[config.mk]
export PLATFORM = sky130hd
export DESIGN_NAME = seqdiv
export DESIGN_NICKNAME = d
export VERILOG_FILES = /design/src/rtl/seqdiv_pkg.sv /design/src/rtl/seqdiv_twos_abs.sv /design/src/rtl/seqdiv.sv
export SDC_FILE = /design/constraint.sdc
export NUM_CORES = 1
export LEC_CHECK = 0
export ABC_AREA = 1
export BUFFER_PORTS_ARGS = -buffer_cell sky130_fd_sc_hd__buf_2
export CORE_MARGIN = 3
export CORE_UTILIZATION = 55
export CTS_CLUSTER_DIAMETER = 100
export CTS_CLUSTER_SIZE = 12
export DETAILED_ROUTE_END_ITERATION = 16
export PLACE_DENSITY = 0.81
export SYNTH_ARGS = -nofsm -noshare
export SYNTH_HDL_FRONTEND = slang
export SYNTH_SLANG_ARGS = --single-unit
[constraint.sdc]
create_clock -name clk -period 15.25 [get_ports clk]
set_clock_uncertainty 0.1 [all_clocks]
set_input_delay 3.05 -clock clk [delete_from_list [all_inputs] [get_ports clk]]
set_output_delay 3.05 -clock clk [all_outputs]
set_load 0.05 [all_outputs]
[src/rtl/seqdiv_pkg.sv]
// Shared control-loop definitions: FSM encoding and arm/fin handshake notes.
// arm is a level request: high starts and holds an operation, low aborts and
// clears fin on the next edge. fin stays high until arm falls.
package seqdiv_pkg;

  localparam logic [1:0] ST_IDLE = 2'd0;
  localparam logic [1:0] ST_ITER = 2'd1;
  localparam logic [1:0] ST_FIX  = 2'd2;
  localparam logic [1:0] ST_DONE = 2'd3;

  typedef enum logic [1:0] {
    IDLE = ST_IDLE,
    ITER = ST_ITER,
    FIX  = ST_FIX,
    DONE = ST_DONE
  } state_t;

endpackage

[src/rtl/seqdiv_twos_abs.sv]
// Conditional two's-complement negate; with neg tied to the sign bit it yields
// the unsigned magnitude (most-negative value maps to itself as unsigned).
module twos_abs #(
  parameter int W = 32
) (
  input  logic [W-1:0] a,
  input  logic         neg,
  output logic [W-1:0] y
);

  assign y = neg ? (~a + W'(1)) : a;

endmodule

[src/rtl/seqdiv.sv]
// Sequential signed divider: restoring shift-subtract on magnitudes, one
// quotient bit per cycle, then a sign fix-up pass. Truncates toward zero.
module seqdiv
  import seqdiv_pkg::*;
#(
  parameter int DIVIDEND_LEN = 32,
  parameter int DIVISOR_LEN  = 32,
  parameter int CNT_SIZ      = 6
) (
  input  logic                    clk,
  input  logic                    rst,
  input  logic                    arm,
  input  logic [DIVIDEND_LEN-1:0] dividend,
  input  logic [DIVISOR_LEN-1:0]  divisor,
  output logic [DIVIDEND_LEN-1:0] quot,
  output logic [DIVISOR_LEN-1:0]  rem,
  output logic                    div_zero,
  output logic                    ovf,
  output logic                    fin
);

  state_t                  state;
  logic [CNT_SIZ-1:0]      cnt;
  logic [DIVIDEND_LEN-1:0] qmag;
  logic [DIVISOR_LEN-1:0]  vmag;
  logic [DIVISOR_LEN-1:0]  r;
  logic                    sq, sr, dz, ovf_p;

  logic [DIVIDEND_LEN-1:0] dd_abs, q_fix;
  logic [DIVISOR_LEN-1:0]  dv_abs, r_src, r_fix, qmag_rs;
  logic [DIVISOR_LEN:0]    t;
  logic                    ge;

  twos_abs #(.W(DIVIDEND_LEN)) u_abs_dd (.a(dividend), .neg(dividend[DIVIDEND_LEN-1]), .y(dd_abs));
  twos_abs #(.W(DIVISOR_LEN))  u_abs_dv (.a(divisor),  .neg(divisor[DIVISOR_LEN-1]),   .y(dv_abs));
  twos_abs #(.W(DIVIDEND_LEN)) u_fix_q  (.a(qmag),     .neg(sq),                        .y(q_fix));
  twos_abs #(.W(DIVISOR_LEN))  u_fix_r  (.a(r_src),    .neg(sr),                        .y(r_fix));

  // On divide by zero qmag still holds |dividend|; resizing the magnitude and
  // re-applying the sign reproduces the dividend truncated/sign-extended.
  generate
    if (DIVIDEND_LEN >= DIVISOR_LEN) begin : g_trunc
      assign qmag_rs = qmag[DIVISOR_LEN-1:0];
    end else begin : g_ext
      assign qmag_rs = {{(DIVISOR_LEN-DIVIDEND_LEN){1'b0}}, qmag};
    end
  endgenerate

  assign r_src = dz ? qmag_rs : r;
  assign t     = {r, qmag[DIVIDEND_LEN-1]};
  assign ge    = (t >= {1'b0, vmag});

  always_ff @(posedge clk or posedge rst) begin
    if (rst) begin
      state    <= IDLE;
      cnt      <= '0;
      qmag     <= '0;
      vmag     <= '0;
      r        <= '0;
      sq       <= 1'b0;
      sr       <= 1'b0;
      dz       <= 1'b0;
      ovf_p    <= 1'b0;
      quot     <= '0;
      rem      <= '0;
      div_zero <= 1'b0;
      ovf      <= 1'b0;
      fin      <= 1'b0;
    end else if (!arm) begin
      state    <= IDLE;
      fin      <= 1'b0;
      div_zero <= 1'b0;
      ovf      <= 1'b0;
    end else begin
      case (state)
        IDLE: begin
          qmag  <= dd_abs;
          vmag  <= dv_abs;
          sq    <= dividend[DIVIDEND_LEN-1] ^ divisor[DIVISOR_LEN-1];
          sr    <= dividend[DIVIDEND_LEN-1];
          r     <= '0;
          cnt   <= '0;
          dz    <= (divisor == '0);
          state <= (divisor == '0) ? FIX : ITER;
        end
        ITER: begin
          // r < |divisor| always, so the low DIVISOR_LEN bits suffice.
          r     <= ge ? (t[DIVISOR_LEN-1:0] - vmag) : t[DIVISOR_LEN-1:0];
          qmag  <= {qmag[DIVIDEND_LEN-2:0], ge};
          cnt   <= cnt + CNT_SIZ'(1);
          if (cnt == CNT_SIZ'(DIVIDEND_LEN-1)) state <= FIX;
        end
        FIX: begin
          qmag  <= dz ? '0 : q_fix;
          r     <= r_fix;
          ovf_p <= !dz && !sq && qmag[DIVIDEND_LEN-1];
          state <= DONE;
        end
        DONE: begin
          // Publish once; results are held until arm falls.
          if (!fin) begin
            quot     <= qmag;
            rem      <= r;
            div_zero <= dz;
            ovf      <= ovf_p;
            fin      <= 1'b1;
          end
        end
        default: state <= IDLE;
      endcase
    end
  end

endmodule

==> impl_metrics.tcl, run 1 <==
set metrics [dict create \
    status "completed" \
    comb_power_share 0.667 \
    yosys_warnings 0 \
    internal_power_uw 1590 \
    drcViolationCount 0 \
    routabilityCongestion 1.01 \
    worst-r2r-cell-count 11 \
    final.period_utilization 0.362 \
    critical_path.startpoint_type "input pin" \
    pin_count 134 \
    hold_ws_ns 0.381 \
    powerDensity_nw_per_um2 244 \
    design.die.area_um2 28900 \
    commonest_register_cell_after_synthesis "dfrtp_1" \
    synthSimpleGateAreaFrac 0.402 \
    tritoncts.num_buffers 17 \
    place.port_buffers 133 \
    final_net_count 2618 \
    cp-endpoint "qmag[31]$_DFFE_PP0P_" \
    tightestPinTransition_ns 1.22 \
    vdd_drop_max_mv 0.138 \
    detail_route.vias_per_cell 5.71 \
    overflow_after_grt 0 \
    wl_met1_mm 22.9 \
    hold_viol 0 \
    seq_power_share 0.215 \
    rsz0062_at_grt "false" \
    timing.final.max_slew_violations 0 \
    synth_cell_types 50 \
    synth_xor_xnor_area_share 0.0255 \
    min_path_type "reg -> reg" \
    drv.max_cap_violation_count 0 \
    routedWlPerCell_um 18.0 \
    synthesized_area_fraction_occupied_by_ao_oa_aoi_and_oai_cells 0.124 \
    path_clk_slew_ns 0.08 \
    num_vias 16324 \
    setup-violations-final 0 \
    async_reset_ff_frac 1.00 \
    critical_path_required_ns 15.47 \
    floorplan.initialDensity 0.563 \
    post_synth_inst_count 2431 \
    ctsHoldBuffers 0 \
    r2r_start "state[0]$_DFFE_PP0P_" \
    synth.area.mux_share 0.00305 \
    critical_path.startpoint "arm" \
    post_cts_resized 0 \
    timing.critical_path.to_type "flop" \
    grtUsageTotal 0.353 \
    number_of_buffers_added_for_setup_after_cts 0 \
    synth_sequential_area_ratio 0.297 \
    layout-drive-gt1-share 0.0987 \
    timing.reg2reg.setup_slack_ns 11.51 \
    power_frac_clock 0.118 \
    core.rowCount 59 \
    detail_route.wirelength_mm 51.5 \
    synth_fa_ha_area_frac 0.0361 \
    chipWidth_um 170 \
    grt_antenna_before_repair 0 \
    core-area_um2 26200 \
    area_growth_syn_to_layout_pct 9.19 \
    post-dp-hpwl_mm 39.9 \
    syn_area_per_cell_um2 6.07 \
    clock-sinks 175 \
    wire_length_on_met2_mm 22.1 \
    die_y_um 170 \
    sw_frac_of_total 0.597 \
    endpoint_of_the_most_critical_register_to_register_path "qmag[10]$_DFFE_PP0P_" \
    cts_max_level 4 \
    clkLatencyLatePin_ns 0.45 \
    cp.arrival_ns 5.75 \
    final.setup.tns_ns 0 \
    worst_slew_margin_rel 0.183 \
    number_of_enable_flip_flop_cells_after_synthesis 0 \
    synth_nets 2540 \
    netlist_area_um2 14800 \
    detailedRoute.firstPassIterationCount 8 \
    grt_max_degree 105 \
    post-route-min-period_ns 5.53 \
    wl_met3_mm 4.85 \
    clock-root-buffer "clkbuf_16" \
    max_fclk_ghz 0.181 \
    postSynthRegisterBits 175 \
    combinational_family_with_the_most_area_after_synthesis "simple AND/OR/NAND/NOR gates" \
    route.top_layer_used "met4" \
    cts_max_path_buffers 2 \
    setup.worst_path.class "in -> reg" \
    p_leak_uw 0.00871 \
    power.net_switching_uw 2350 \
    antenna-diode-count 0 \
    global_route_wire_length_before_repair_mm 79.9 \
    drt_iter0_markers 2190 \
    cts_tree "yes" \
    grt_pass1_vias 14612 \
    cp_max_fanout 40 \
    antenna_violating_nets_post_route 0 \
]
==> final cells by class <==
class	instances	area (um2)
inverter	326	1230
sequential	175	4380
timing repair buffer	143	741
clock inverter	15	190
tap	335	419
clock buffer	17	425
fill	2577	10100
multi-input combinational	1846	8740
==> layer usage <==
metal,vias up,global-route usage
met5,-,0
met4,0,0.105
met3,102,0.0537
met2,819,0.530
met1,7547,0.526
li1,7856,-
==> stage by stage <==
stage	instances	power, uW	util	area, um2	worst slack [ns]
final	2857	3940	0.615	16100	9.72
after global routing	2857	4230	0.615	16100	9.51
after CTS	2857	3870	0.615	16100	9.80
after detailed placement	2825	3390	0.592	15500	9.37
after global placement	2825	3350	0.592	15500	9.47
after floorplan	2431	2710	-	14800	7.35
==> cells in the mapped netlist, drive strengths merged, types with 9 or more instances <==
cell | instances | area share
dfrtp | 175 | 0.30
o211ai | 9 | 0.0046
inv | 322 | 0.082
nand4 | 27 | 0.011
nor3 | 12 | 0.0044
xor2 | 24 | 0.014
nand2 | 901 | 0.23
buf | 32 | 0.017
o21ai | 220 | 0.077
a31oi | 12 | 0.0051
nand3 | 231 | 0.079
a21oi | 71 | 0.025
clkbuf | 52 | 0.013
nand3b | 9 | 0.0046
nor2 | 225 | 0.062
o22ai | 12 | 0.0051
xnor2 | 19 | 0.011
ha | 41 | 0.035
==> power groups by stage <==
stage	Sequential, uW	Clock [uW]	Combinational (uW)
after floorplan	1020	0	1690
after global placement	838	0	2510
after detailed placement	842	0	2550
after CTS	837	464	2570
after global routing	861	482	2890
final	848	463	2630
==> layout by cell type, fill, tap and decap left out, types with 17 or more instances in the layout <==
cell type,instances
nor2_1,210
buf_2,133
clkbuf_16,17
ha_1,41
nand3_1,227
dfrtp_1,174
nand4_1,27
nand2_2,22
inv_1,317
xnor2_1,19
nand2_1,876
o21ai_0,203
xor2_1,24
a21oi_1,69
==> worst max-delay path, stage by stage <==
cell      delay [ns]
buf_2           0.21
inv_1           0.11
nor2_1          0.11
clkinv_1        0.80
a21oi_2         0.37
buf_4           0.40
inv_2           0.28
a41oi_1         0.30
a21oi_1         0.11
==> worst min path at each step <==
stage,start,to,slack (ns),depth (start not counted)
6_report,rem[5]$_DFFE_PP0P_,rem[5]$_DFFE_PP0P_,0.38,2
5_1_grt,quot[23]$_DFFE_PP0P_,quot[23]$_DFFE_PP0P_,0.41,2
4_1_cts,rem[10]$_DFFE_PP0P_,rem[10]$_DFFE_PP0P_,0.39,2
3_5_place_dp,rem[20]$_DFFE_PP0P_,rem[20]$_DFFE_PP0P_,0.37,2
3_3_place_gp,rem[11]$_DFFE_PP0P_,rem[11]$_DFFE_PP0P_,0.36,2
2_1_floorplan,vmag[10]$_DFFE_PP0P_,vmag[10]$_DFFE_PP0P_,0.35,2
==> kinds of logic (layout without fill, tap and decap cells) <==
logic type / Yosys count / after routing
adders and majority gates: 42 / 42
DFF: 175 / 175
xor gates and xnor gates: 43 / 43
buffers and inverters: 410 / 501
and+or+nand+nor: 1419 / 1419
muxes: 4 / 4
AOI/OAI and AO/OA: 338 / 338
==> registers in the layout, summed over array words and instances, names as in the netlist <==
name	flops
cnt	6
ovf_p	1
quot	32
sr	1
div_zero	1
dz	1
qmag	32
vmag	32
rem	32
r	32
sq	1
state	2
ovf	1
fin	1
(Power assumes the default switching activity.)
==> run 2, diff against run 1 <==
--- a/config.mk
+++ b/config.mk
@@ -5,14 +5,14 @@
 export SDC_FILE = /design/constraint.sdc
 export NUM_CORES = 1
 export LEC_CHECK = 0
-export ABC_AREA = 1
+export ABC_AREA = 0
 export BUFFER_PORTS_ARGS = -buffer_cell sky130_fd_sc_hd__buf_2
 export CORE_MARGIN = 3
 export CORE_UTILIZATION = 55
 export CTS_CLUSTER_DIAMETER = 100
 export CTS_CLUSTER_SIZE = 12
 export DETAILED_ROUTE_END_ITERATION = 16
-export PLACE_DENSITY = 0.81
+export PLACE_DENSITY = 0.84
 export SYNTH_ARGS = -nofsm -noshare
 export SYNTH_HDL_FRONTEND = slang
 export SYNTH_SLANG_ARGS = --single-unit
==> constraint.sdc (replaced) <==
create_clock -name clk -period 5 [get_ports clk]
set_clock_uncertainty 0.1 [all_clocks]
set_input_delay 1 -clock clk [delete_from_list [all_inputs] [get_ports clk]]
set_output_delay 1 -clock clk [all_outputs]
set_load 0.05 [all_outputs]
==> run 2 against run 1 <==
Cell area fell by 11%; non-clock buffer count is 10 higher; sequential share of layout area up 3.3 points; first-iteration DRC count fell by 43%; setup slack got worse by 8.4 ns; synthesized area down 12%; power increased to 2.6 times the previous value; worst hold slack better by 0.0010 ns; register-to-register slack got worse by 10 ns; critical path depth did not move; count of clock-buffer cells in the layout rose by 4.
==> impl_metrics.tcl, run 2 <==
set metrics [dict create \
    synth_nets 1653 \
    mostFrequentLayoutCells "nand2_1, o21ai_0, dfrtp_1" \
    cp-endpoint "r[31]$_DFFE_PP0P_" \
    timing.critical_path.buf_inv 1 \
    critical_path.startpoint "dz$_DFFE_PP0P_" \
    async_reset_ff_frac 1.00 \
    num-fill-cells 1983 \
    detail_route.wirelength_mm 36.8 \
    number_of_enable_flip_flop_cells_after_synthesis 0 \
    seq_power_share 0.269 \
    power.net_switching_uw 5440 \
    die_y_um 160 \
    tightestPinTransition_ns 1.00 \
    cts_max_level 4 \
    design.die.area_um2 25600 \
    crit_path_cell_trace "buf_4 -> mux2i_2 -> o211ai_2 -> or4_4 -> or2_4 -> o31ai_4 -> xnor2_1 -> a2bb2oi_1 -> o211ai_1" \
    cts_tree "yes" \
    overflow_after_grt 0 \
    synthMostInstantiatedCell "nand2_1" \
    final.setup.tns_ns 0 \
    main_area_contributors_after_synthesis "dfrtp_1, o21ai_0, nand2_1" \
    cp.arrival_ns 3.87 \
    rsz0062_at_grt "false" \
    setup-violations-final 0 \
    cpMaxStageDelayCell "dfrtp_2" \
    post-synth-top-area-cell "dfrtp_1" \
    clock-root-buffer "clkbuf_16" \
    layout.cells.non_filler 1935 \
    postSynthRegisterBits 175 \
    worst-r2r-cell-count 9 \
    synthDominantCellAreaShare 0.336 \
    chipWidth_um 160 \
    clock-sinks 175 \
    drt_iter0_markers 1241 \
    area_used_by_multi_input_combinational_logic_um2 8000 \
    yosys_warnings 0 \
    critical_path.startpoint_type "flop" \
    tritoncts.num_buffers 17 \
    synth_sequential_area_ratio 0.336 \
    timing.reg2reg.setup_slack_ns 1.34 \
    core.rowCount 55 \
    detail_route.vias_per_cell 6.35 \
    area_growth_syn_to_layout_pct 10.3 \
    status "completed" \
    timing.final.max_slew_violations 0 \
    commonest_register_cell_after_synthesis "dfrtp_1" \
    layout-drive-gt1-share 0.177 \
    drcViolationCount 0 \
    post_cts_resized 0 \
    number_of_buffers_added_for_setup_after_cts 0 \
    ys_top_cells_by_count "nand2_1, o21ai_0, dfrtp_1" \
    grt_antenna_before_repair 0 \
    timing.critical_path.to_type "flop" \
    global_route_wire_length_before_repair_mm 60.4 \
    powerDensity_nw_per_um2 719 \
    detailedRoute.firstPassIterationCount 9 \
    critPathTopFamily "simple AND/OR/NAND/NOR gates" \
    grt_max_degree 67 \
    setup.worst_path.class "reg -> reg" \
    clkLatencyLatePin_ns 0.44 \
    core-area_um2 23000 \
    vdd_drop_max_mv 0.394 \
    sw_frac_of_total 0.526 \
    max_fclk_ghz 0.273 \
    grt_pass1_vias 11918 \
    floorplan.initialDensity 0.567 \
    endpoint_of_the_most_critical_register_to_register_path "r[31]$_DFFE_PP0P_" \
    grtUsageTotal 0.286 \
    power_frac_clock 0.128 \
    drv.max_cap_violation_count 0 \
    syn_area_per_cell_um2 8.44 \
    post-route-min-period_ns 3.66 \
    post-dp-hpwl_mm 27.0 \
    cts_max_path_buffers 2 \
    hold_viol 0 \
    ctsHoldBuffers 0 \
    final-seq-area_um2 4380 \
    place.port_buffers 133 \
    worstHoldPathCells 2 \
    final_net_count 1718 \
    final.period_utilization 0.732 \
    path_clk_slew_ns 0.07 \
    antenna_violating_nets_post_route 0 \
    r2r_start "dz$_DFFE_PP0P_" \
    num_vias 12278 \
    netlist_area_um2 13000 \
    internal_power_uw 4910 \
    slowest_delay_ns 0.75 \
    fin_util 0.626 \
    critical_path_depth_in_cells 9 \
    pin_count 134 \
    min_path_type "reg -> reg" \
    routabilityCongestion 0.996 \
    synth_cell_types 84 \
    critical_path_required_ns 5.21 \
    worst_slew_margin_rel 0.329 \
    post-place-cells 1903 \
    post_synth_inst_count 1544 \
    routedWlPerCell_um 19.0 \
    cp_max_fanout 36 \
    antenna-diode-count 0 \
    comb_power_share 0.603 \
    final_common_cell "nand2_1" \
    p_leak_uw 0.00635 \
]
==> run 2: cell count changes after synthesis, moves of 22 or more <==
cell | previous run | this run
a21oi_1 | 70 | 97
inv_1 | 318 | 55
nand2_1 | 876 | 191
mux2i_1 | 0 | 37
mux2_2 | 4 | 61
nor2_1 | 211 | 77
clkbuf_1 | 52 | 76
o21ai_0 | 203 | 178
nand3_1 | 228 | 29
xor2_1 | 24 | 68
nor3_1 | 11 | 40
xnor2_1 | 19 | 56
nand2_2 | 22 | 0
==> run 2: routing by layer <==
| metal | up-vias | GRT usage | wire length, um |
|---|---|---|---|
| met1 | 5892 | 0.379 | 15400 |
| met4 | 0 | 0.102 | 1280 |
| met2 | 555 | 0.475 | 17700 |
| met3 | 111 | 0.0459 | 2470 |
| met5 | - | 0 | 0 |
| li1 | 5720 | - | - |
==> run 2: stage by stage <==
stage	power, uW	hold slack [ns]	instance area (um2)	setup slack (ns)
2_1_floorplan	7310	0.341	13000	1.12
3_3_place_gp	8750	0.360	13800	1.32
3_5_place_dp	8870	0.371	13800	1.26
4_1_cts	10200	0.386	14400	1.40
5_1_grt	11100	0.412	14400	1.12
6_report	10300	0.382	14400	1.34
==> run 2: area by class of cell <==
type | count | share of cell area
clock inverters | 11 | 0.00757
inverters | 55 | 0.0146
flip-flops and latches | 175 | 0.305
repair buffers | 153 | 0.0576
multi-input cells | 1207 | 0.556
well taps | 313 | 0.0272
clock buffers | 21 | 0.0320
==> run 2: worst min-delay path by stage <==
stage                    startpoint              endpoint  slack [ns]
2_1_floorplan     ovf_p$_DFFE_PP0P_     ovf_p$_DFFE_PP0P_        0.34
3_3_place_gp   quot[25]$_DFFE_PP0P_  quot[25]$_DFFE_PP0P_        0.36
3_5_place_dp    vmag[2]$_DFFE_PP0P_   vmag[2]$_DFFE_PP0P_        0.37
4_1_cts         vmag[2]$_DFFE_PP0P_   vmag[2]$_DFFE_PP0P_        0.39
5_1_grt         vmag[3]$_DFFE_PP0P_   vmag[3]$_DFFE_PP0P_        0.41
6_report       vmag[18]$_DFFE_PP0P_  vmag[18]$_DFFE_PP0P_        0.38
==> run 2: power by group through the flow <==
stage          clock network, uW  logic (uW)  registers, uW
2_1_floorplan                  0        4220           3090
3_3_place_gp                   0        5990           2760
3_5_place_dp                   0        6100           2780
4_1_cts                     1330        6150           2760
5_1_grt                     1390        6840           2850
6_report                    1320        6240           2780
==> run 2: worst reg2reg max path: cells and delay by family (launching register included) <==
kind	cells	cell delay [ns]
AND/OR/NAND/NOR	2	0.91
AO/OA/AOI/OAI	4	0.78
buffers and inverters	1	0.50
XOR/XNOR	1	0.14
flip-flops	1	0.75
multiplexers	1	0.36
==> run 2: cell families after synthesis <==
kind of cell	count (synthesis)	synth area share
flops	175	0.336
xor+xnor	124	0.0833
fa+ha+maj	42	0.0409
buf+inv	162	0.0509
mux	99	0.0821
simple gates	472	0.179
compound gates	470	0.228
==> run 3, diff against run 2 <==
--- a/config.mk
+++ b/config.mk
@@ -5,7 +5,7 @@
 export SDC_FILE = /design/constraint.sdc
 export NUM_CORES = 1
 export LEC_CHECK = 0
-export ABC_AREA = 0
+export ABC_AREA = 1
 export BUFFER_PORTS_ARGS = -buffer_cell sky130_fd_sc_hd__buf_2
 export CORE_MARGIN = 3
 export CORE_UTILIZATION = 55
==> constraint.sdc (replaced) <==
create_clock -name clk -period 3.3 [get_ports clk]
set_clock_uncertainty 0.1 [all_clocks]
set_input_delay 0.66 -clock clk [delete_from_list [all_inputs] [get_ports clk]]
set_output_delay 0.66 -clock clk [all_outputs]
set_load 0.05 [all_outputs]
==> run 3 against run 2 <==
Worst hold slack worse by 0.33 ns; final cell count up 49%; setup slack worse by 0.84 ns; cell area up 13%; power up 78%; largest cell class unchanged.
==> impl_metrics.tcl, run 3 (synthesized netlist as in run 1, its figures left out) <==
set metrics [dict create \
    global_route_wire_length_before_repair_mm 82.2 \
    grt.busiest_layer "met2" \
    area_growth_syn_to_layout_pct 10.3 \
    slowest_delay_ns 0.43 \
    cts_max_level 4 \
    path_clk_slew_ns 0.08 \
    cpMostUsedCell "nand3_1" \
    number_of_buffers_added_for_setup_after_cts 0 \
    use_met3 0.0883 \
    critical_path.startpoint_type "flop" \
    drt_iter0_markers 1904 \
    drcViolationCount 0 \
    min_path_type "in -> async" \
    grtUsageMet1 0.511 \
    area_used_by_multi_input_combinational_logic_um2 8740 \
    crit_path_cell_trace "inv_1 -> ha_1 -> fa_1 -> inv_1 -> nand3_1 -> nand3_1 -> nand3_1 -> nand3_1 -> nand3_1 -> nand3_1 -> nand3_1 -> nand2_1 -> nand2_1 -> nand2_1 -> nand2_1" \
    final.setup.tns_ns 0 \
    post_cts_resized 0 \
    mostFrequentLayoutCells "nand2_1, inv_1, nand3_1" \
    cp.arrival_ns 3.03 \
    floorplan.initialDensity 0.563 \
    routedWlPerCell_um 18.5 \
    grt_max_degree 93 \
    core.rowCount 59 \
    r2r_start "qmag[31]$_DFFE_PP0P_" \
    cts_tree "yes" \
    final_net_count 2637 \
    setup.worst_path.class "reg -> reg" \
    tightestPinTransition_ns 0.704 \
    post-place-cells 2844 \
    grt_antenna_before_repair 1 \
    powerDensity_nw_per_um2 1130 \
    core-area_um2 26200 \
    cpMaxStageDelayCell "dfrtp_1" \
    critical_path.startpoint "qmag[31]$_DFFE_PP0P_" \
    dp_worst_setup_slack_ns 0.465 \
    antenna-diode-count 0 \
    ctsHoldBuffers 0 \
    final.period_utilization 0.847 \
    tritoncts.num_buffers 17 \
    post-route-min-period_ns 2.80 \
    detail_route.wirelength_mm 53.2 \
    timing.critical_path.buf_inv 2 \
    place.port_buffers 133 \
    pin_count 134 \
    antenna_violating_nets_post_route 0 \
    max_fclk_ghz 0.358 \
    grtUsageTotal 0.365 \
    hold_viol 0 \
    setup-violations-final 0 \
    clock-sinks 175 \
    chipWidth_um 170 \
    num-fill-cells 2610 \
    critPathTopFamily "simple AND/OR/NAND/NOR gates" \
    layout.cells.non_filler 2876 \
    worst_slew_margin_rel 0.531 \
    use_met2 0.551 \
    grt_pass1_vias 14919 \
    overflow_after_grt 0 \
    cts_max_path_buffers 2 \
    layout-drive-gt1-share 0.105 \
    final-seq-area_um2 4380 \
    clock-root-buffer "clkbuf_16" \
    num_vias 16359 \
    status "completed" \
    detail_route.vias_per_cell 5.69 \
    final_common_cell "nand2_1" \
    finalPower_uw 18500 \
    final.setup.worst_slack_ns 0.503 \
    critical_path_required_ns 3.53 \
    design.die.area_um2 28900 \
    clkLatencyLatePin_ns 0.45 \
    p_leak_uw 0.00881 \
    die_y_um 170 \
    cp_max_fanout 5 \
    routabilityCongestion 1.06 \
    detailedRoute.firstPassIterationCount 6 \
    drv.max_cap_violation_count 0 \
    vdd_drop_max_mv 0.652 \
    timing.final.max_slew_violations 0 \
    post-dp-hpwl_mm 42.1 \
    rsz0062_at_grt "false" \
    timing.critical_path.to_type "flop" \
]
## run 3: cell count changes in the layout (fill, tap and decap cells not counted), sizes merged, moves of 18 or more
cell / before / now
mux2i: 38 / 0
inv: 56 / 328
nand2: 191 / 901
nor2: 78 / 225
o21ai: 187 / 220
xnor2: 56 / 19
o31ai: 27 / 2
mux2: 61 / 4
a21oi: 97 / 71
nand3: 29 / 231
nor3: 43 / 12
xor2: 68 / 24
a21o: 19 / 1
## run 3: layer usage
| layer | up-vias | share of wire |
|---|---|---|
| met4 | 2 | 0.039 |
| met3 | 142 | 0.10 |
| met2 | 856 | 0.43 |
| li1 | 7906 | - |
| met5 | - | 0.00021 |
| met1 | 7453 | 0.43 |
## run 3: worst paths after layout
kind,endpoint,slack (ns),cells after the start
max,r[28]$_DFFE_PP0P_,0.50,15
max reg2reg,r[28]$_DFFE_PP0P_,0.50,15
max in group asynchronous,dz$_DFFE_PP0P_,2.23,3
min in group clk,rem[21]$_DFFE_PP0P_,0.38,2
min reg2reg,rem[21]$_DFFE_PP0P_,0.38,2
min,rem[15]$_DFFE_PP0P_,0.05,2
## run 3: per-stage QoR
step	hold WS (ns)	utilization	area, um2
2_1_floorplan	0.353	-	14800
3_3_place_gp	0.360	0.599	15700
3_5_place_dp	0.368	0.599	15700
4_1_cts	0.0509	0.621	16300
5_1_grt	0.0639	0.621	16300
6_report	0.0496	0.621	16300
## run 3: area by class of cell
| cell class | instances | area share |
|---|---|---|
| multi-input combinational | 1846 | 0.536 |
| sequential | 175 | 0.269 |
| inverter | 326 | 0.0755 |
| timing repair buffer | 162 | 0.0566 |
| clock buffer | 18 | 0.0264 |
| tap | 335 | 0.0257 |
| clock inverter | 14 | 0.0104 |
## run 3: power breakdown
part           total, uW  switching [uW]  internal [uW]
Combinational      12500            9060           3400
Sequential          3900             867           3030
Clock               2100            1020           1080
Total              18500           10900           7520
